$ cat src/rtl/serial_addsub_if.sv
// Operand/result bundle for the bit-serial adder/subtractor.
// The master side issues operations; the slave side (the arithmetic unit) returns results.
interface serial_addsub_if #(
    parameter int unsigned WIDTH = 8
);
    logic             i_start;
    logic             i_sub;
    logic [WIDTH-1:0] i_a;
    logic [WIDTH-1:0] i_b;
    logic             o_busy;
    logic             o_done;
    logic [WIDTH-1:0] o_sum;
    logic             o_carry;
    logic             o_ovf;

    modport master (
        output i_start, i_sub, i_a, i_b,
        input  o_busy, o_done, o_sum, o_carry, o_ovf
    );

    modport slave (
        input  i_start, i_sub, i_a, i_b,
        output o_busy, o_done, o_sum, o_carry, o_ovf
    );
endinterface

$ cat src/rtl/serial_addsub.sv
// Bit-serial adder/subtractor: one registered full-adder cell, operands consumed LSB-first,
// one bit per clock. Subtraction is a + ~b + 1 (inverted b, carry-in preset to 1).
module serial_addsub #(
    parameter int unsigned WIDTH = 8
) (
    input  logic                 i_clk,
    input  logic                 i_rst,
    serial_addsub_if.slave       bus
);

    localparam int unsigned CntW = (WIDTH > 1) ? $clog2(WIDTH) : 1;
    // Last bit index and the one before it; for WIDTH = 1 the penultimate index is never reached
    // and the carry into the MSB stays at the initial carry-in.
    localparam logic [CntW-1:0] CntLast = CntW'(WIDTH - 1);
    localparam logic [CntW-1:0] CntPen  = CntW'(WIDTH - 2);

    typedef enum logic {StIdle, StRun} state_e;

    state_e           state_q, state_d;
    logic [WIDTH-1:0] a_sh_q, a_sh_d;
    logic [WIDTH-1:0] b_sh_q, b_sh_d;
    logic [WIDTH-1:0] res_q, res_d;
    logic [WIDTH-1:0] sum_q, sum_d;
    logic [CntW-1:0]  cnt_q, cnt_d;
    logic             carry_q, carry_d;
    logic             cin_msb_q, cin_msb_d;
    logic             busy_q, busy_d;
    logic             done_q, done_d;
    logic             cout_q, cout_d;
    logic             ovf_q, ovf_d;

    logic             bit_s;
    logic             bit_c;
    logic [WIDTH-1:0] s_msb;

    // Full-adder cell on the current LSBs; sum bit positioned at the result MSB.
    always_comb begin
        bit_s = a_sh_q[0] ^ b_sh_q[0] ^ carry_q;
        bit_c = (a_sh_q[0] & b_sh_q[0]) | (a_sh_q[0] & carry_q) | (b_sh_q[0] & carry_q);
        s_msb = '0;
        s_msb[WIDTH-1] = bit_s;
    end

    // Next-state: accept a start in idle, then shift one bit per clock until the last bit.
    always_comb begin
        state_d   = state_q;
        a_sh_d    = a_sh_q;
        b_sh_d    = b_sh_q;
        res_d     = res_q;
        sum_d     = sum_q;
        cnt_d     = cnt_q;
        carry_d   = carry_q;
        cin_msb_d = cin_msb_q;
        busy_d    = busy_q;
        done_d    = 1'b0;
        cout_d    = cout_q;
        ovf_d     = ovf_q;

        unique case (state_q)
            StIdle: begin
                if (bus.i_start) begin
                    state_d   = StRun;
                    a_sh_d    = bus.i_a;
                    b_sh_d    = bus.i_sub ? ~bus.i_b : bus.i_b;
                    carry_d   = bus.i_sub;
                    cin_msb_d = bus.i_sub;
                    cnt_d     = '0;
                    busy_d    = 1'b1;
                end
            end
            StRun: begin
                res_d   = (res_q >> 1) | s_msb;
                a_sh_d  = a_sh_q >> 1;
                b_sh_d  = b_sh_q >> 1;
                carry_d = bit_c;
                cnt_d   = cnt_q + CntW'(1);
                if (cnt_q == CntPen) begin
                    cin_msb_d = bit_c;
                end
                if (cnt_q == CntLast) begin
                    state_d = StIdle;
                    sum_d   = (res_q >> 1) | s_msb;
                    cout_d  = bit_c;
                    ovf_d   = bit_c ^ cin_msb_q;
                    done_d  = 1'b1;
                    busy_d  = 1'b0;
                end
            end
            default: state_d = StIdle;
        endcase
    end

    // State and registered outputs.
    always_ff @(posedge i_clk or posedge i_rst) begin
        if (i_rst) begin
            state_q   <= StIdle;
            a_sh_q    <= '0;
            b_sh_q    <= '0;
            res_q     <= '0;
            sum_q     <= '0;
            cnt_q     <= '0;
            carry_q   <= 1'b0;
            cin_msb_q <= 1'b0;
            busy_q    <= 1'b0;
            done_q    <= 1'b0;
            cout_q    <= 1'b0;
            ovf_q     <= 1'b0;
        end else begin
            state_q   <= state_d;
            a_sh_q    <= a_sh_d;
            b_sh_q    <= b_sh_d;
            res_q     <= res_d;
            sum_q     <= sum_d;
            cnt_q     <= cnt_d;
            carry_q   <= carry_d;
            cin_msb_q <= cin_msb_d;
            busy_q    <= busy_d;
            done_q    <= done_d;
            cout_q    <= cout_d;
            ovf_q     <= ovf_d;
        end
    end

    assign bus.o_busy  = busy_q;
    assign bus.o_done  = done_q;
    assign bus.o_sum   = sum_q;
    assign bus.o_carry = cout_q;
    assign bus.o_ovf   = ovf_q;

endmodule

$ cat src/flat_wrapper.sv
// flat-port wrapper written by rule: the top's interface ports become plain ports
module serial_addsub_flat 
#(
    parameter int unsigned WIDTH = 8
)
  (i_clk, i_rst, bus_i_start, bus_i_sub, bus_i_a, bus_i_b, bus_o_busy, bus_o_done, bus_o_sum, bus_o_carry, bus_o_ovf);
  serial_addsub_if #(.WIDTH(WIDTH)) bus_i ();
  input  logic i_clk;
  input  logic i_rst;
  input wire logic [$bits(bus_i.i_start)-1:0] bus_i_start;
  input wire logic [$bits(bus_i.i_sub)-1:0] bus_i_sub;
  input wire logic [$bits(bus_i.i_a)-1:0] bus_i_a;
  input wire logic [$bits(bus_i.i_b)-1:0] bus_i_b;
  output wire logic [$bits(bus_i.o_busy)-1:0] bus_o_busy;
  output wire logic [$bits(bus_i.o_done)-1:0] bus_o_done;
  output wire logic [$bits(bus_i.o_sum)-1:0] bus_o_sum;
  output wire logic [$bits(bus_i.o_carry)-1:0] bus_o_carry;
  output wire logic [$bits(bus_i.o_ovf)-1:0] bus_o_ovf;
  assign bus_i.i_start = bus_i_start;
  assign bus_i.i_sub = bus_i_sub;
  assign bus_i.i_a = bus_i_a;
  assign bus_i.i_b = bus_i_b;
  assign bus_o_busy = bus_i.o_busy;
  assign bus_o_done = bus_i.o_done;
  assign bus_o_sum = bus_i.o_sum;
  assign bus_o_carry = bus_i.o_carry;
  assign bus_o_ovf = bus_i.o_ovf;
  serial_addsub #(.WIDTH(WIDTH)) u_core (.i_clk(i_clk), .i_rst(i_rst), .bus(bus_i));
endmodule
$ cat config.mk
export PLATFORM = sky130hd
export DESIGN_NAME = serial_addsub_flat
export DESIGN_NICKNAME = d
export VERILOG_FILES = /design/src/rtl/serial_addsub_if.sv /design/src/rtl/serial_addsub.sv /design/src/flat_wrapper.sv
export SDC_FILE = /design/constraint.sdc
export NUM_CORES = 1
export LEC_CHECK = 0
export CORE_ASPECT_RATIO = 0.9
export CORE_MARGIN = 5
export CORE_UTILIZATION = 40
export CTS_BUF_LIST = sky130_fd_sc_hd__clkbuf_4
export DETAILED_ROUTE_END_ITERATION = 10
export PLACE_DENSITY = 0.64
export SYNTH_ARGS = -nofsm -noshare
export SYNTH_HDL_FRONTEND = slang
export SYNTH_SLANG_ARGS = --single-unit
$ cat constraint.sdc
create_clock -name i_clk -period 1.7 [get_ports i_clk]
set_clock_uncertainty 0.1 [all_clocks]
set_input_delay 0.34 -clock i_clk [delete_from_list [all_inputs] [get_ports i_clk]]
set_output_delay 0.34 -clock i_clk [all_outputs]
set_load 0.05 [all_outputs]
# [Yosys cells after proc, flatten, opt, wreduce, memory -nomap -nowiden]
# Index checks and enable logic that the tools add are counted.
[classes] mux=19 reduce_logical=3 bitwise_logic=11 n_addsub=1 eq_ne=5
[op_table] operator="one-hot mux 8 bit (2 select lines)" n=2
[op_table] operator="2-to-1 mux 8 bit" n=3
[op_table] operator="2-to-1 mux 1 bit" n=8
[op_table] operator="inverter 8 bit" n=1
[op_table] operator="bitwise OR 7 x 8 -> 8 bit" n=1
[op_table] operator="one-hot mux 1 bit (2 select lines)" n=4
[op_table] operator="== test 3 bit, second input constant" n=2
[op_table] operator="inequality test 2 bit, second input constant" n=3
[op_table] operator="one-hot mux 3 bit (2 select lines)" n=1
[op_table] operator="AND reduction 2 bit" n=3
[op_table] operator="adder 3 x 1 -> 3 bit, second input constant" n=1
[op_table] operator="AND 1 bit" n=3
[op_table] operator="2-to-1 mux 3 bit" n=1
[op_table] operator="XOR 1 bit" n=3
[op_table] operator="bitwise OR 1 bit" n=2
[op_table] operator="inverter 1 bit" n=1
[word_totals] regBits=42 wordCells=51

# [Logic depth before layout (Yosys ltp)]
[logic_depth] depth_word=5 depth_mapped=6 mapped_depth_nobuf=5

# [Least setup slack after synthesis]
# OpenSTA, ideal clock, no wires.
[synth_path] kind="register to register" startpoint="register u_core.cnt_q[1]" endpoint="register u_core.sum_q[0] (netlist: u_core.bus.o_sum[0])" t_arrival_ns=1.285 n_path_buf=1 stages_incl_launch_ff=6 period_less_slack_ns=1.510 slack_ns=0.190 setup_ns=0.125 t_required_ns=1.475 path_cell_list="dfrtp_1 -> ha_1 -> ha_1 -> nand2_2 -> buf_6 -> mux2_4"
[synth_via] elab_chain_cells=2
[synth_rtl] element="from (decl)" line_no="serial_addsub.sv:24" rtl="logic [CntW-1:0] cnt_q, cnt_d;"
[synth_rtl] element="from (signal assigned)" line_no="serial_addsub.sv:114" rtl="cnt_q <= cnt_d;"
[synth_rtl] element="== test 3 bit" line_no="serial_addsub.sv:80" rtl="if (cnt_q == CntLast) begin"
[synth_rtl] element="AND reduction 2 bit (no line)"
[synth_rtl] element="to (signal assigned)" line_no="serial_addsub.sv:113" rtl="sum_q <= sum_d;"
[synth_rtl] element="to (decl)" line_no="serial_addsub.sv:23" rtl="logic [WIDTH-1:0] sum_q, sum_d;"
# No other way between the ends.
# A chain may end at the register's enable or synchronous reset.

# [Worst setup path in the final report]
[layout_path] startpoint="register u_core.cnt_q[0]" endpoint="register u_core.sum_q[3] (netlist: u_core.bus.o_sum[3])"
# The elaborated chain is that of the path after synthesis.

==> key figures <==
Worst setup path
  – Worst setup EP type: flop
  – Slowest-stage cell, CP: dfrtp_1
  – FF-to-FF Start: u_core.cnt_q[0]
  – Critical path's largest stage delay: between 400 and 500 ps
  – CP Buf/Inv Count: 1
  – Most used cell, CP: ha_1
  – FF-to-FF End: u_core.bus.o_sum[3]
  – Delay-heaviest family, CP: adder cells
  – CP Launch Type: flop
  – CP startpoint: u_core.cnt_q[0]
  – WP data required: roughly 1800 ps
  – Critical path, cell by cell: ha_1 -> ha_1 -> nand2_2 -> buf_4 -> mux2_4
  – R2R depth: 5
  – CP Max Fanout: 5
  – Worst Path Arrival: between 1500 and 2000 ps
  – Crit Path Class: flop to flop
  – R2R Setup Slk: between 80 and 90 ps

Floorplanning
  – Core area: around 0.0045 mm2
  – Die area: 0.006232 mm2
  – Starting density of the core: about 42%
  – Width of the die: just over 80 um
  – Die Span Y: 75.40 um
  – I/O Pins: 32
  – Rows: 23

Run
  – MaxCap Viol Count: 0

Pwr
  – Clk pwr share: between 10% and 20%
  – Switching power: about 1.6 mW
  – Total power: roughly 4.2 mW
  – Pwr Density: roughly 1800 mW/mm2
  – Max IR drop VDD: 0.0007252 V
  – Internal: around 2.6 mW
  – Reg power frac: 40.0%
  – Leak pwr: approximately 1.2 nW
  – Switching Share: 37.76%
  – Logic pwr share: a little under half

Min path
  – Worst hold-check path type: input pin to async pin

Route
  – Avg Vias per Cell: about 4.7
  – 1st-pass router iterations: 4
  – Routed Antenna Nets: 0
  – Initial DRC count: 32
  – Vias: ~1200
  – Wirelength, routed: 3139 um
  – WL/cell: roughly 13 um
  – Residual DRC: 0

Yosys
  – Mapped Cells: ~150
  – Syn_area_per_cell: 12.59 um2
  – Yosys Warn Count: 0
  – Top_reg_cell synth: dfrtp_1
  – Mapped Area: 0.001901 mm2
  – Syn Nets: 176
  – Async S/R FF share, synth: 100.0%
  – Post-synth cell types: 28
  – Post-synth EDFFs: 0
  – Sequential element share of the synthesized area: between 50% and 60%
  – Seq cells post-synth: 41

Placement
  – Cell Area, Placed: 0.002296 mm2
  – Hpwl dp: between 2000 and 2500 um
  – Port bufs: 31
  – DP Cell Count: around 240
  – Gpl congestion: ~0.75

Clock network
  – CTS Hold Bufs: 0
  – CTS sink cnt: a little over 40
  – Max clock buf depth: 2
  – Clock slew at reported path FFs: 120 ps
  – Clk_lat worst skew: between 300 and 400 ps
  – CTS tree: built
  – # H-tree levels: 2
  – Post-CTS Setup Inserts: 0
  – Post-cts sizing count: 0
  – CTS Buf Count: 5
  – Clock root buffer: clkbuf_4

STA
  – Rel. slew slack: 77.00%
  – Final hold vios: 0
  – Unrepaired setup endpoints after global routing: false
  – Tmin final: approximately 1600 ps
  – Post-route setup TNS: 0 ps
  – Final Setup Violations: 0
  – Slew @ Worst Pin: 345.0 ps
  – Hold WS: ~240 ps
  – Final count of pins violating max slew: 0
  – Max Freq: about 600 MHz
  – Final period utilization: 95.12%

Layout
  – Non-Filler Instances: roughly 250
  – Fin nets: approximately 210
  – Antenna Cells: 0
  – Post-layout instance area: between 0.002 and 0.0025 mm2
  – Share of layout cells above drive strength 1: 24.34%
  – Commonest non-fill, non-tap cell in the layout: dfrtp_1
  – Most frequent cells in the layout: 41 x dfrtp_1, 19 x clkdlybuf4s50_1, 18 x mux2i_1, 17 x nand2_1, 16 x buf_4
  – Area delta synth->final: 24.95%

GRT
  – Global-route usage over all layers: 11.55%
  – Vias in the first global route: roughly 1200
  – Gr ovfl total: 0
  – Initial antenna violation count: 0
  – Largest net degree at the start of global routing: 42
  – First-pass GRT wire length: about 5400 um

Status
  – Outcome: completed
-- worst register-to-register path, delay by kind of cell (launching register included) --
| family | cells | cell delay, ps |
|---|---|---|
| adders and majority gates | 2 | 430 |
| DFF | 1 | 410 |
| muxes | 1 | 300 |
| buffers and inverters | 1 | 170 |
| and+or+nand+nor | 1 | 120 |
-- cell usage after synthesis (4+ instances only) --
master   instances  share of area [%]
dfrtp_1         41                 54
mux2i_1         18                9.5
nand2_1         17                3.4
o21ai_0         15                3.9
mux2_2           9                5.3
mux2_4           7                5.5
xor2_1           7                3.2
buf_6            5                3.0
ha_1             4                2.6
inv_1            4               0.79
nor2_1           4               0.79
-- worst max-delay path by stage --
stage,end,slack [ps],depth (start not counted)
after detailed placement,u_core.bus.o_sum[3],90,5
final,u_core.bus.o_sum[3],80,5
after global placement,u_core.cin_msb_q,100,5
after floorplan,u_core.bus.o_sum[0],190,5
after CTS,u_core.bus.o_sum[3],70,5
after global routing,u_core.bus.o_sum[3],20,5
-- layout make-up --
class	count	area, um2
Fill cell	412	2143
Clock buffer	5	37.54
Tap cell	62	77.57
Timing Repair Buffer	40	410.4
Clock inverter	3	41.29
Inverter	4	15.01
Multi-Input combinational cell	96	767.0
Sequential cell	41	1026
-- state kept, by name (all words and copies together) (netlist names) --
name / flops
u_core.a_sh_q: 8
u_core.b_sh_q: 8
u_core.bus.o_busy: 1
u_core.bus.o_carry: 1
u_core.bus.o_done: 1
u_core.bus.o_ovf: 1
u_core.bus.o_sum: 8
u_core.carry_q: 1
u_core.cin_msb_q: 1
u_core.cnt_q: 3
u_core.res_q: 7
u_core.state_q: 1
-- logic make-up after synthesis --
| kind of cell | count (synthesis) | synth area share (%) |
|---|---|---|
| AND/OR/NAND/NOR | 26 | 5.728 |
| multiplexers | 34 | 20.34 |
| AO/OA/AOI/OAI | 22 | 6.451 |
| flip-flops | 41 | 53.98 |
| XOR/XNOR | 9 | 4.148 |
| buffers and inverters | 14 | 5.661 |
| adder cells (fa/ha/maj) | 5 | 3.687 |
-- per-stage QoR --
step	setup slack [ps]	util (%)
after floorplan	189.7	-
after global placement	104.9	50.82
after detailed placement	86.60	50.82
after CTS	65.12	52.56
after global routing	19.69	52.56
final	82.92	52.56
-- power groups by stage --
stage	clock (mW)	combinational, mW	sequential [mW]
after floorplan	0	1.01	2.04
after global placement	0	1.88	1.68
after detailed placement	0	1.95	1.71
after CTS	0.646	1.95	1.69
after global routing	0.679	2.09	1.74
final	0.613	1.91	1.68
-- per-layer routing --
metal / vias to the layer above / part of all wire, % / GRT usage, %
li1: 581 / - / -
met4: 0 / 0.92 / 4.900
met5: - / 0 / 0
met3: 3 / 7.4 / 3.310
met2: 32 / 50 / 19.22
met1: 573 / 42 / 14.12
(Power assumes the default switching activity.)
